===== config.mk =====
export PLATFORM = sky130hd
export DESIGN_NAME = err_scan_ctrl_flat
export DESIGN_NICKNAME = d
export VERILOG_FILES = /design/src/rtl/err_scan_if.sv /design/src/rtl/err_scan_ctrl.sv /design/src/flat_wrapper.sv
export SDC_FILE = /design/constraint.sdc
export NUM_CORES = 1
export LEC_CHECK = 0
export ABC_AREA = 1
export BUFFER_PORTS_ARGS = -buffer_cell sky130_fd_sc_hd__buf_4
export CAP_MARGIN = 20
export CORE_AREA = 2 2 72 74
export CTS_CLUSTER_SIZE = 40
export DETAILED_ROUTE_END_ITERATION = 8
export DIE_AREA = 0 0 74 76
export PLACE_DENSITY = 0.74
export SLEW_MARGIN = 0
export SYNTH_ARGS = -nofsm -noshare
export SYNTH_HDL_FRONTEND = slang
export SYNTH_SLANG_ARGS = --single-unit

===== constraint.sdc =====
create_clock -name clk -period 2.7 [get_ports clk]
set_clock_uncertainty 0.05 [all_clocks]
set_input_delay 0.81 -clock clk [delete_from_list [all_inputs] [get_ports clk]]
set_output_delay 0.81 -clock clk [all_outputs]
set_load 0.01 [all_outputs]

===== src/rtl/err_scan_if.sv =====
// Handshake bundle between a serial word source / fault consumer and err_scan_ctrl.
// The master drives the frame and acknowledges reports; the slave is the scanner.
interface err_scan_if #(
    parameter int N_WORDS = 8,
    parameter int W       = 4
);
    localparam int CW  = (N_WORDS > 1) ? $clog2(N_WORDS) : 1;
    localparam int ECW = $clog2(N_WORDS + 1);

    logic           start;
    logic [W-1:0]   d_in;
    logic           d_valid;
    logic           ack;
    logic           busy;
    logic           valid;
    logic [W-1:0]   y;
    logic [CW-1:0]  ch;
    logic           e;
    logic [ECW-1:0] err_cnt;
    logic           done;

    modport master (
        output start, d_in, d_valid, ack,
        input  busy, valid, y, ch, e, err_cnt, done
    );

    modport slave (
        input  start, d_in, d_valid, ack,
        output busy, valid, y, ch, e, err_cnt, done
    );
endinterface


===== src/rtl/err_scan_ctrl.sv =====
// Parity-error scanner: loads a frame of words, flags odd-weight words and reports
// them highest slot first over a valid/ack handshake.
module err_scan_ctrl #(
    parameter int N_WORDS = 8,
    parameter int W       = 4
) (
    input  logic     clk,
    input  logic     rst,
    err_scan_if.slave bus
);
    localparam int CW  = (N_WORDS > 1) ? $clog2(N_WORDS) : 1;
    localparam int ECW = $clog2(N_WORDS + 1);

    typedef enum logic [1:0] {S_IDLE, S_LOAD, S_REPORT, S_DONE} state_t;

    state_t          state_reg, state_next;
    logic [CW-1:0]   cnt_reg;
    logic [ECW-1:0]  err_cnt_reg;
    logic [N_WORDS-1:0] err_reg, err_next;
    logic [N_WORDS-1:0] slot_we;
    logic [W-1:0]    mem_reg [N_WORDS];

    logic          frame_start;
    logic          capture;
    logic          last_slot;
    logic          any_err;
    logic          report_valid;
    logic          ack_fire;
    logic [CW-1:0] top_idx;

    assign frame_start  = (state_reg == S_IDLE) && bus.start;
    assign capture      = (state_reg == S_LOAD) && bus.d_valid;
    assign last_slot    = (cnt_reg == CW'(N_WORDS - 1));
    assign any_err      = |err_reg;
    assign report_valid = (state_reg == S_REPORT) && any_err;
    assign ack_fire     = report_valid && bus.ack;

    // Highest flagged slot wins: later iterations override earlier ones.
    always_comb begin
        top_idx = '0;
        for (int i = 0; i < N_WORDS; i++) begin
            if (err_reg[i]) top_idx = CW'(i);
        end
    end

    // Per-slot write enable and flag update.
    genvar gi;
    generate
        for (gi = 0; gi < N_WORDS; gi++) begin : g_slot
            assign slot_we[gi]  = capture && (cnt_reg == CW'(gi));
            assign err_next[gi] = frame_start                          ? 1'b0 :
                                  slot_we[gi]                          ? ^bus.d_in :
                                  (ack_fire && (top_idx == CW'(gi)))   ? 1'b0 :
                                                                         err_reg[gi];
        end
    endgenerate

    always_ff @(posedge clk or posedge rst) begin
        if (rst) begin
            err_reg <= '0;
            for (int i = 0; i < N_WORDS; i++) mem_reg[i] <= '0;
        end else begin
            err_reg <= err_next;
            for (int i = 0; i < N_WORDS; i++) begin
                if (slot_we[i]) mem_reg[i] <= bus.d_in;
            end
        end
    end

    // Slot counter saturates at the last slot; the FSM leaves LOAD on that capture.
    always_ff @(posedge clk or posedge rst) begin
        if (rst) begin
            cnt_reg     <= '0;
            err_cnt_reg <= '0;
        end else if (frame_start) begin
            cnt_reg     <= '0;
            err_cnt_reg <= '0;
        end else if (capture) begin
            err_cnt_reg <= err_cnt_reg + ECW'(^bus.d_in);
            if (!last_slot) cnt_reg <= cnt_reg + 1'b1;
        end
    end

    always_ff @(posedge clk or posedge rst) begin
        if (rst) state_reg <= S_IDLE;
        else     state_reg <= state_next;
    end

    always_comb begin
        state_next = state_reg;
        case (state_reg)
            S_IDLE:   if (bus.start) state_next = S_LOAD;
            S_LOAD:   if (capture && last_slot) state_next = S_REPORT;
            S_REPORT: if (!any_err) state_next = S_DONE;
            S_DONE:   state_next = S_IDLE;
            default:  state_next = S_IDLE;
        endcase
    end

    always_comb begin
        bus.busy    = (state_reg != S_IDLE);
        bus.valid   = report_valid;
        bus.ch      = report_valid ? top_idx : '0;
        bus.y       = report_valid ? mem_reg[top_idx] : '0;
        bus.e       = any_err;
        bus.err_cnt = err_cnt_reg;
        bus.done    = (state_reg == S_DONE);
    end
endmodule


===== src/flat_wrapper.sv =====
// flat-port wrapper written by rule: the top's interface ports become plain ports
module err_scan_ctrl_flat 
#(
    parameter int N_WORDS = 8,
    parameter int W       = 4
)
  (clk, rst, bus_start, bus_d_in, bus_d_valid, bus_ack, bus_busy, bus_valid, bus_y, bus_ch, bus_e, bus_err_cnt, bus_done);
  err_scan_if #(.N_WORDS(N_WORDS), .W(W)) bus_i ();
  input  logic clk;
  input  logic rst;
  input wire logic [$bits(bus_i.start)-1:0] bus_start;
  input wire logic [$bits(bus_i.d_in)-1:0] bus_d_in;
  input wire logic [$bits(bus_i.d_valid)-1:0] bus_d_valid;
  input wire logic [$bits(bus_i.ack)-1:0] bus_ack;
  output wire logic [$bits(bus_i.busy)-1:0] bus_busy;
  output wire logic [$bits(bus_i.valid)-1:0] bus_valid;
  output wire logic [$bits(bus_i.y)-1:0] bus_y;
  output wire logic [$bits(bus_i.ch)-1:0] bus_ch;
  output wire logic [$bits(bus_i.e)-1:0] bus_e;
  output wire logic [$bits(bus_i.err_cnt)-1:0] bus_err_cnt;
  output wire logic [$bits(bus_i.done)-1:0] bus_done;
  assign bus_i.start = bus_start;
  assign bus_i.d_in = bus_d_in;
  assign bus_i.d_valid = bus_d_valid;
  assign bus_i.ack = bus_ack;
  assign bus_busy = bus_i.busy;
  assign bus_valid = bus_i.valid;
  assign bus_y = bus_i.y;
  assign bus_ch = bus_i.ch;
  assign bus_e = bus_i.e;
  assign bus_err_cnt = bus_i.err_cnt;
  assign bus_done = bus_i.done;
  err_scan_ctrl #(.N_WORDS(N_WORDS), .W(W)) u_core (.clk(clk), .rst(rst), .bus(bus_i));
endmodule

==> flow_summary.ini, run 1 <==
[sta]
period_share_pct = 100
fin_crit_ns = 2.70
slew_viol_final = 0
hold_viol = 0
relSlewSlack_pct = 57.3
worst-slew-pin-transition_ns = 0.641
finalWorstSetupSlack_ns = -0.000260
max_freq_ghz = 0.370
rsz0062_at_grt = true
setup_viol = 1

[finish]
layout.nets = 430
final_cell_mix = nand2_1 (77), dfrtp_1 (49), inv_1 (48)
antenna_cells = 0
layout-drive-gt1-share_pct = 24.7
finalInstanceArea_mm2 = 0.00346
syn_to_final_growth_pct = 23.2
layout_commonest_cell = nand2_1
largest_reg_flops = 32

[global_routing]
grt_max_degree = 50
grt_use_met3_pct = 4.63
grt_pass1_wl_mm = 11.3
antenna_found_initial = 0
busiest_layer = met2
grt_pass1_vias = 2474
grt-ovfl-total = 0
met2_usage_pct = 43.5
grt_usage_pct = 26.1
use_met1_pct = 32.2

[power_and_ir_drop]
leakagePower_nw = 1.74
swShare_pct = 42.3
cellPowerDensity_mw_per_mm2 = 938
vdd_ir_drop_max_v = 0.000665
seq_power_share_pct = 33.7
p_sw_mw = 1.37
p_comb_share_pct = 53.2
p_int_mw = 1.87
power_frac_clock_pct = 13.1

[synth]
ys.warnings.count = 0
synth.avg_cell_area_um2 = 7.84
syn_nets = 380
synth.distinct_cells = 29
ys_seq_area_share_pct = 43.7
ys_seq_elements = 49
syn_inst = 358
syn_area_mm2 = 0.00281

[die]
num_rows = 26
die_area_mm2 = 0.00562
die_h_um = 76
die_w_um = 74
coreArea_mm2 = 0.00491
ioPinCount = 24
start_util_pct = 57.2

[placed_design]
hpwl_mm = 4.91
io_buffers = 23
gp_congestion = 0.894
place_area_mm2 = 0.00309
place_ws_ns = 0.221

[clock_tree]
cts_tree = yes
clockBufferDepth = 2
path_clk_slew_ns = 0.09
hold_buffers = 0
h-tree-depth = 2
numCtsBuffers = 5
cts.sinks = 49
root_buffer = clkbuf_8
insertion_delay_ns = 0.30

[routing]
drt_iter0_markers = 195
antenna_left = 0
routedWlPerCell_um = 14.8
route.detailed.drc = 0
firstDrtPassIters = 4
vias = 2493
wl_mm = 7.09
drt-vias-per-instance = 5.20

[worst_setup_path]
cp_data_required_time_ns = 1.84
worstPathArrival_ns = 1.84
path_class = reg -> out
r2r-start = u_core.state_reg[1]
worstPathMaxFanout = 6
startpoint = u_core.err_reg[2]
worstSetupStartpointType = register
endpoint_kind = primary output

[run_status]
outcome = finished, violations left
violations = negative setup slack

[worst_hold_path]
hp-start = u_core.bus.err_cnt[3]
hp-class = reg -> reg

[flow_run]
maxCapViolCount = 0
[power by group through the flow]
stage	logic (mW)	registers [mW]	clock network (mW)
CTS	1.42	1.09	0.433
detailed placement	1.34	1.10	0
global placement	1.31	1.09	0
global route	1.92	1.12	0.463
finish	1.73	1.09	0.426
floorplan	0.966	1.07	0
[Yosys cell counts]
library cell / count / area [µm²]
clkbuf_1: 1 / 3.75
nor3_1: 8 / 40.0
buf_8: 1 / 15.0
ha_1: 13 / 163
clkinv_1: 2 / 7.51
nand3b_1: 6 / 45.0
xnor2_1: 3 / 26.3
nor2_1: 21 / 78.8
buf_6: 1 / 11.3
o21ai_0: 40 / 200
nand3_2: 2 / 20.0
nand2_4: 2 / 22.5
o21ai_1: 5 / 25.0
a21oi_1: 7 / 35.0
nor3_2: 3 / 30.0
nand3_1: 20 / 100
inv_1: 55 / 206
a21oi_2: 1 / 8.76
nand4_1: 10 / 62.6
o22ai_1: 1 / 6.26
nand2_8: 2 / 40.0
inv_2: 6 / 22.5
o211ai_1: 1 / 7.51
nand2_1: 82 / 308
nor2_2: 7 / 43.8
nand2_2: 3 / 18.8
buf_2: 5 / 25.0
dfrtp_1: 49 / 1230
o32ai_1: 1 / 8.76
[critical path, stage by stage (launching register included)]
cell	delay [ns]
dfrtp_1	0.39
inv_2	0.08
nand2_1	0.05
nand2_1	0.08
nand2_2	0.07
nand2_4	0.15
buf_4	0.13
buf_4	0.11
nor3_2	0.04
nor3_2	0.15
nand3_1	0.11
nand2_1	0.09
buf_6	0.10
[area by class of cell]
class,count,area (µm²)
clock buffer,6,72.6
clock inverter,2,10.0
fill,396,1450
inverter,63,239
multi-input combinational,238,1390
sequential,49,1230
tap,70,87.6
timing repair buffer,51,434
[worst paths after layout]
| path | endpoint | cells after the start | slack [ns] |
|---|---|---|---|
| worst max-delay path | bus_y[2] | 12 | -0.0003 |
| worst min-delay path | u_core.bus.err_cnt[3] | 1 | 0.42 |
| worst max register to register | u_core.state_reg[0] | 10 | 0.71 |
| worst min register to register | u_core.bus.err_cnt[3] | 1 | 0.42 |
| max in group asynchronous | u_core.mem_reg[18] | 3 | 1.55 |
| min in group asynchronous | u_core.cnt_reg[1] | 3 | 0.61 |
[per-stage QoR]
step / total power, mW / cells / utilization (%) / hold WS (ns) / setup TNS [ns]
after global routing: 3.50 / 479 / 70.4 / 0.439 / -0.350
after floorplan: 2.03 / 358 / - / 0.394 / 0
after detailed placement: 2.44 / 453 / 62.9 / 0.407 / 0
after CTS: 2.94 / 467 / 66.2 / 0.422 / 0
final: 3.25 / 479 / 70.4 / 0.421 / -0.000260
after global placement: 2.40 / 453 / 62.9 / 0.408 / 0
[kinds of logic after synthesis]
group	count (synthesis)	share of synthesized area, %
fa+ha+maj	13	5.79
simple gates	166	28.8
buf+inv	71	10.4
xor+xnor	3	0.936
compound gates	56	10.4
flops	49	43.7
[routing by layer]
layer | wire length [µm] | up-vias
li1 | - | 1235
met1 | 2930 | 1155
met2 | 3530 | 74
met3 | 349 | 29
met4 | 286 | 0
met5 | 0 | -
[repair_timing]
item | 4_1_cts | 5_1_grt
pin swaps | 4 | 27
setup buffers | 6 | 11
gates resized for setup | 10 | 27
gates cloned | 0 | 1
endpoints found under the setup margin | 4 | 4
Power figures use the tool's default switching activity.
==> inputs of run 2 (changes only) <==
--- a/config.mk
+++ b/config.mk
@@ -8,10 +8,12 @@
 export ABC_AREA = 1
 export BUFFER_PORTS_ARGS = -buffer_cell sky130_fd_sc_hd__buf_4
 export CAP_MARGIN = 20
-export CORE_AREA = 2 2 72 74
+export CELL_PAD_IN_SITES_DETAIL_PLACEMENT = 1
+export CELL_PAD_IN_SITES_GLOBAL_PLACEMENT = 1
+export CORE_AREA = 2 2 83 85
 export CTS_CLUSTER_SIZE = 40
 export DETAILED_ROUTE_END_ITERATION = 8
-export DIE_AREA = 0 0 74 76
+export DIE_AREA = 0 0 85 87
 export PLACE_DENSITY = 0.74
 export SLEW_MARGIN = 0
 export SYNTH_ARGS = -nofsm -noshare
==> flow_summary.ini, run 2 (same netlist as run 1, synthesis figures left out) <==
[sta]
slew_viol_final = 0
worst-slew-pin-transition_ns = 0.673
whs_ns = 0.432
finalWorstSetupSlack_ns = -0.0194
fin_crit_ns = 2.72
period_share_pct = 101
setup_viol = 3
hold_viol = 0
fin_setup_tns_ns = -0.0296
max_freq_ghz = 0.368
rsz0062_at_grt = true
relSlewSlack_pct = 55.1

[clock_tree]
clockBufferDepth = 2
numCtsBuffers = 5
insertion_delay_ns = 0.31
h-tree-depth = 2
root_buffer = clkbuf_8
cts_tree = yes
path_clk_slew_ns = 0.09
cts.sinks = 49
hold_buffers = 0

[worst_setup_path]
cpMaxStageDelayCell = dfrtp_1
worstSetupStartpointType = register
reg2reg_setup_slack_ns = 0.80
cp_slowest_stage_delay_ns = 0.44
path_common_cell = nand2_1
worstPathArrival_ns = 1.86
r2r-start = u_core.state_reg[1]
endpoint_kind = primary output
path_class = reg -> out
cp_cell_sequence = nor2_4 -> nand2_1 -> nand3_2 -> buf_8 -> nand4_1 -> nand3_1 -> nand2_1 -> nand2_1 -> inv_1 -> buf_4
rr_endpoint = u_core.err_reg[6]
worstPathMaxFanout = 14
cp_data_required_time_ns = 1.84
rr_worst_depth = 6

[power_and_ir_drop]
vdd_ir_drop_max_v = 0.000660
cellPowerDensity_mw_per_mm2 = 967
leakagePower_nw = 1.75
power_mw = 3.34

[finish]
nFillCells = 822
layout-drive-gt1-share_pct = 24.3
antenna_cells = 0
layout.nets = 432
finalInstanceArea_mm2 = 0.00346
final_cell_mix = nand2_1 (79), inv_1 (50), buf_4 (50)
largest_reg_flops = 32
layout_commonest_cell = nand2_1
syn_to_final_growth_pct = 23.1

[run_status]
outcome = finished, violations left
violations = negative setup slack

[routing]
drt_iter0_markers = 88
wl_mm = 8.23
drt-vias-per-instance = 5.18
routedWlPerCell_um = 16.8
firstDrtPassIters = 4
route.detailed.drc = 0
vias = 2542
antenna_left = 0

[placed_design]
hpwl_mm = 5.78
gp_congestion = 0.882
io_buffers = 23
place_area_mm2 = 0.00310

[global_routing]
grt_max_degree = 50
grt_pass1_vias = 2664
grt_usage_pct = 23.0
antenna_found_initial = 0
grt-ovfl-total = 0
grt_pass1_wl_mm = 13.2

[flow_run]
maxCapViolCount = 0

[worst_hold_path]
hold_end = u_core.bus.err_cnt[3]
hp-class = reg -> reg
holdPathStages = 1
hp-start = u_core.bus.err_cnt[3]

[die]
num_rows = 30
ioPinCount = 24
coreArea_mm2 = 0.00657
die_h_um = 87
start_util_pct = 42.7
die_w_um = 85
die_area_mm2 = 0.00740
## run 2: how the worst max path moves through the flow
stage / from / slack, ns / cells after the start / endpoint
floorplan: u_core.state_reg[0] / 0.40 / 8 / bus_y[2]
global placement: u_core.err_reg[2] / 0.27 / 13 / bus_y[2]
detailed placement: u_core.state_reg[0] / 0.20 / 9 / bus_y[2]
CTS: u_core.err_reg[3] / 0.006 / 13 / bus_y[1]
global route: u_core.err_reg[5] / -0.12 / 11 / bus_y[3]
finish: u_core.err_reg[5] / -0.02 / 10 / bus_y[0]
## run 2: where the power goes
| part | total, mW | internal, mW | switching [mW] |
|---|---|---|---|
| logic | 1.70 | 0.696 | 1.01 |
| clock network | 0.549 | 0.278 | 0.271 |
| registers | 1.09 | 0.961 | 0.128 |
| total | 3.34 | 1.94 | 1.41 |
## run 2: layout make-up
class	count	area (µm²)	area share, %
Clock buffer	5	68.8	1.99
Clock inverter	3	43.8	1.27
Inverter	63	236	6.84
Sequential cell	49	1230	35.5
Timing Repair Buffer	53	413	11.9
Tap cell	80	100	2.90
Multi-Input combinational cell	238	1370	39.6
## run 2: worst max-delay path: cells and delay by family, from the launching register on
kind,cells,cell delay (ns)
DFF,1,0.44
and+or+nand+nor,7,0.77
buffers and inverters,3,0.33
## run 2: what timing repair did
action / 4_1_cts / 5_1_grt
setup buffers: 9 / 11
endpoints found under the setup margin: 4 / 4
resized for setup: 12 / 13
cloned: 0 / 0
pin swaps: 10 / 10
## run 2: routing by layer
layer / track usage [%] / part of all wire (%)
met1: 27.2 / 42
met2: 42.3 / 52
met3: 3.22 / 2.3
met4: 8.80 / 3.6
met5: 0 / 0
## run 2: per-stage QoR
stage	utilization [%]	instances	setup WS, ns
after detailed placement	47.2	463	0.198
after CTS	50.5	480	0.00569
after global routing	52.6	491	-0.124
after global placement	47.2	463	0.269
final	52.6	491	-0.0194
after floorplan	-	358	0.395
==> inputs of run 3 (changes only) <==
--- a/config.mk
+++ b/config.mk
@@ -15,6 +15,7 @@
 export DETAILED_ROUTE_END_ITERATION = 8
 export DIE_AREA = 0 0 85 87
 export PLACE_DENSITY = 0.74
+export REMOVE_ABC_BUFFERS = 1
 export SLEW_MARGIN = 0
 export SYNTH_ARGS = -nofsm -noshare
 export SYNTH_HDL_FRONTEND = slang
==> flow_summary.ini, run 3 (same netlist as run 1, synthesis figures left out) <==
[flow_run]
maxCapViolCount = 0

[routing]
routedWlPerCell_um = 18.2
drt_iter0_markers = 105
drt-vias-per-instance = 5.32
antenna_left = 0
route.detailed.drc = 0
wl_mm = 8.92
vias = 2609
firstDrtPassIters = 4

[placed_design]
gp_congestion = 0.814
hpwl_mm = 6.01
io_buffers = 23
place_area_mm2 = 0.00311

[worst_setup_path]
path_class = reg -> out
cpMaxStageDelayCell = dfrtp_1
cp_data_required_time_ns = 1.84
cp_cell_sequence = nor2_4 -> nand3_2 -> nor2_4 -> inv_2 -> nand2_4 -> nor2_1 -> o21ai_1 -> nor2_1 -> nand3_1 -> nand2_1 -> buf_4
cp_slowest_stage_delay_ns = 0.44
worstSetupStartpointType = register
endpoint_kind = primary output
worstPathArrival_ns = 1.96
worstPathMaxFanout = 5

[power_and_ir_drop]
power_mw = 3.38
cellPowerDensity_mw_per_mm2 = 973
leakagePower_nw = 1.74
vdd_ir_drop_max_v = 0.000511

[die]
num_rows = 30
die_h_um = 87
die_w_um = 85
coreArea_mm2 = 0.00657
die_area_mm2 = 0.00740
ioPinCount = 24
start_util_pct = 42.7

[finish]
final_cell_mix = nand2_1 (76), inv_1 (50), dfrtp_1 (49)
layout_commonest_cell = nand2_1
finalInstanceArea_mm2 = 0.00347
antenna_cells = 0
layout-drive-gt1-share_pct = 24.1
layout.nets = 431
utilization_pct = 52.8
syn_to_final_growth_pct = 23.6
largest_reg_flops = 32

[run_status]
outcome = finished, violations left
violations = negative setup slack

[sta]
whs_ns = 0.384
setup_viol = 4
max_freq_ghz = 0.355
period_share_pct = 104
fin_crit_ns = 2.82
relSlewSlack_pct = 61.6
worst-slew-pin-transition_ns = 0.573
rsz0062_at_grt = true
hold_viol = 0
finalWorstSetupSlack_ns = -0.118
slew_viol_final = 0

[clock_tree]
path_clk_slew_ns = 0.10
numCtsBuffers = 5
h-tree-depth = 2
hold_buffers = 0
root_buffer = clkbuf_8
cts.sinks = 49
insertion_delay_ns = 0.32
clockBufferDepth = 2
cts_tree = yes

[global_routing]
grt_pass1_wl_mm = 13.2
grt-ovfl-total = 0
antenna_found_initial = 0
grt_usage_pct = 23.2
grt_max_degree = 21
grt_pass1_vias = 2568

[worst_hold_path]
hp-class = in -> async
[run 3: changes by cell type in the layout (fill, tap and decap cells not counted), moves of 2 or more]
cell     change
buf_4        -3
nor2_2       -2
nand2_1      -3
nor2_1       +2
inv_2        -2
buf_6        +3
nand2_2      +2
[run 3: critical path: cells and delay by family, from the launching register on]
family / cells / cell delay (ns)
compound gates: 1 / 0.12
buf+inv: 2 / 0.21
flops: 1 / 0.44
simple gates: 8 / 0.86
[run 3: final timing paths]
kind | startpoint | slack [ns] | cells after the start | to
worst max register to register | u_core.state_reg[1] | 0.67 | 7 | u_core.mem_reg[8]
min in group clk | u_core.bus.err_cnt[3] | 0.42 | 1 | u_core.bus.err_cnt[3]
worst min register to register | u_core.bus.err_cnt[3] | 0.42 | 1 | u_core.bus.err_cnt[3]
max in group asynchronous | rst | 1.63 | 3 | u_core.mem_reg[24]
worst max-delay path | u_core.err_reg[4] | -0.12 | 11 | bus_y[2]
worst min-delay path | rst | 0.38 | 2 | u_core.mem_reg[15]
[run 3: what timing repair did]
action	4_1_cts	5_1_grt
gates resized for setup	9	20
pin swaps	5	22
setup buffers	5	13
setup endpoints to repair	4	4
[run 3: where the power goes]
| part | internal, mW | leakage [nW] | total, mW | switching, mW |
|---|---|---|---|---|
| Combinational | 0.678 | 1.08 | 1.71 | 1.03 |
| Clock | 0.303 | 0.0585 | 0.572 | 0.269 |
| Sequential | 0.961 | 0.601 | 1.09 | 0.133 |
| Total | 1.94 | 1.74 | 3.38 | 1.44 |
[run 3: area by class of cell]
cell class	count	area, µm²
clock buffer	7	86.3
clock inverter	1	30.0
fill	809	3100
inverter	63	243
multi-input combinational	238	1380
sequential	49	1230
tap	80	100
timing repair buffer	52	409
[run 3: per-layer routing]
layer,track usage [%],vias up,part of all wire [%]
li1,-,1240,-
met1,28.2,1287,41
met2,42.3,60,51
met3,3.41,22,4.0
met4,6.93,0,3.5
met5,0,-,0
[run 3: through the flow]
step	setup slack, ns	setup TNS, ns	std cells
after global routing	-0.213	-0.765	490
after global placement	0.286	0	464
after detailed placement	0.209	0	464
after floorplan	0.377	0	350
final	-0.118	-0.223	490
after CTS	-0.00858	-0.00858	477
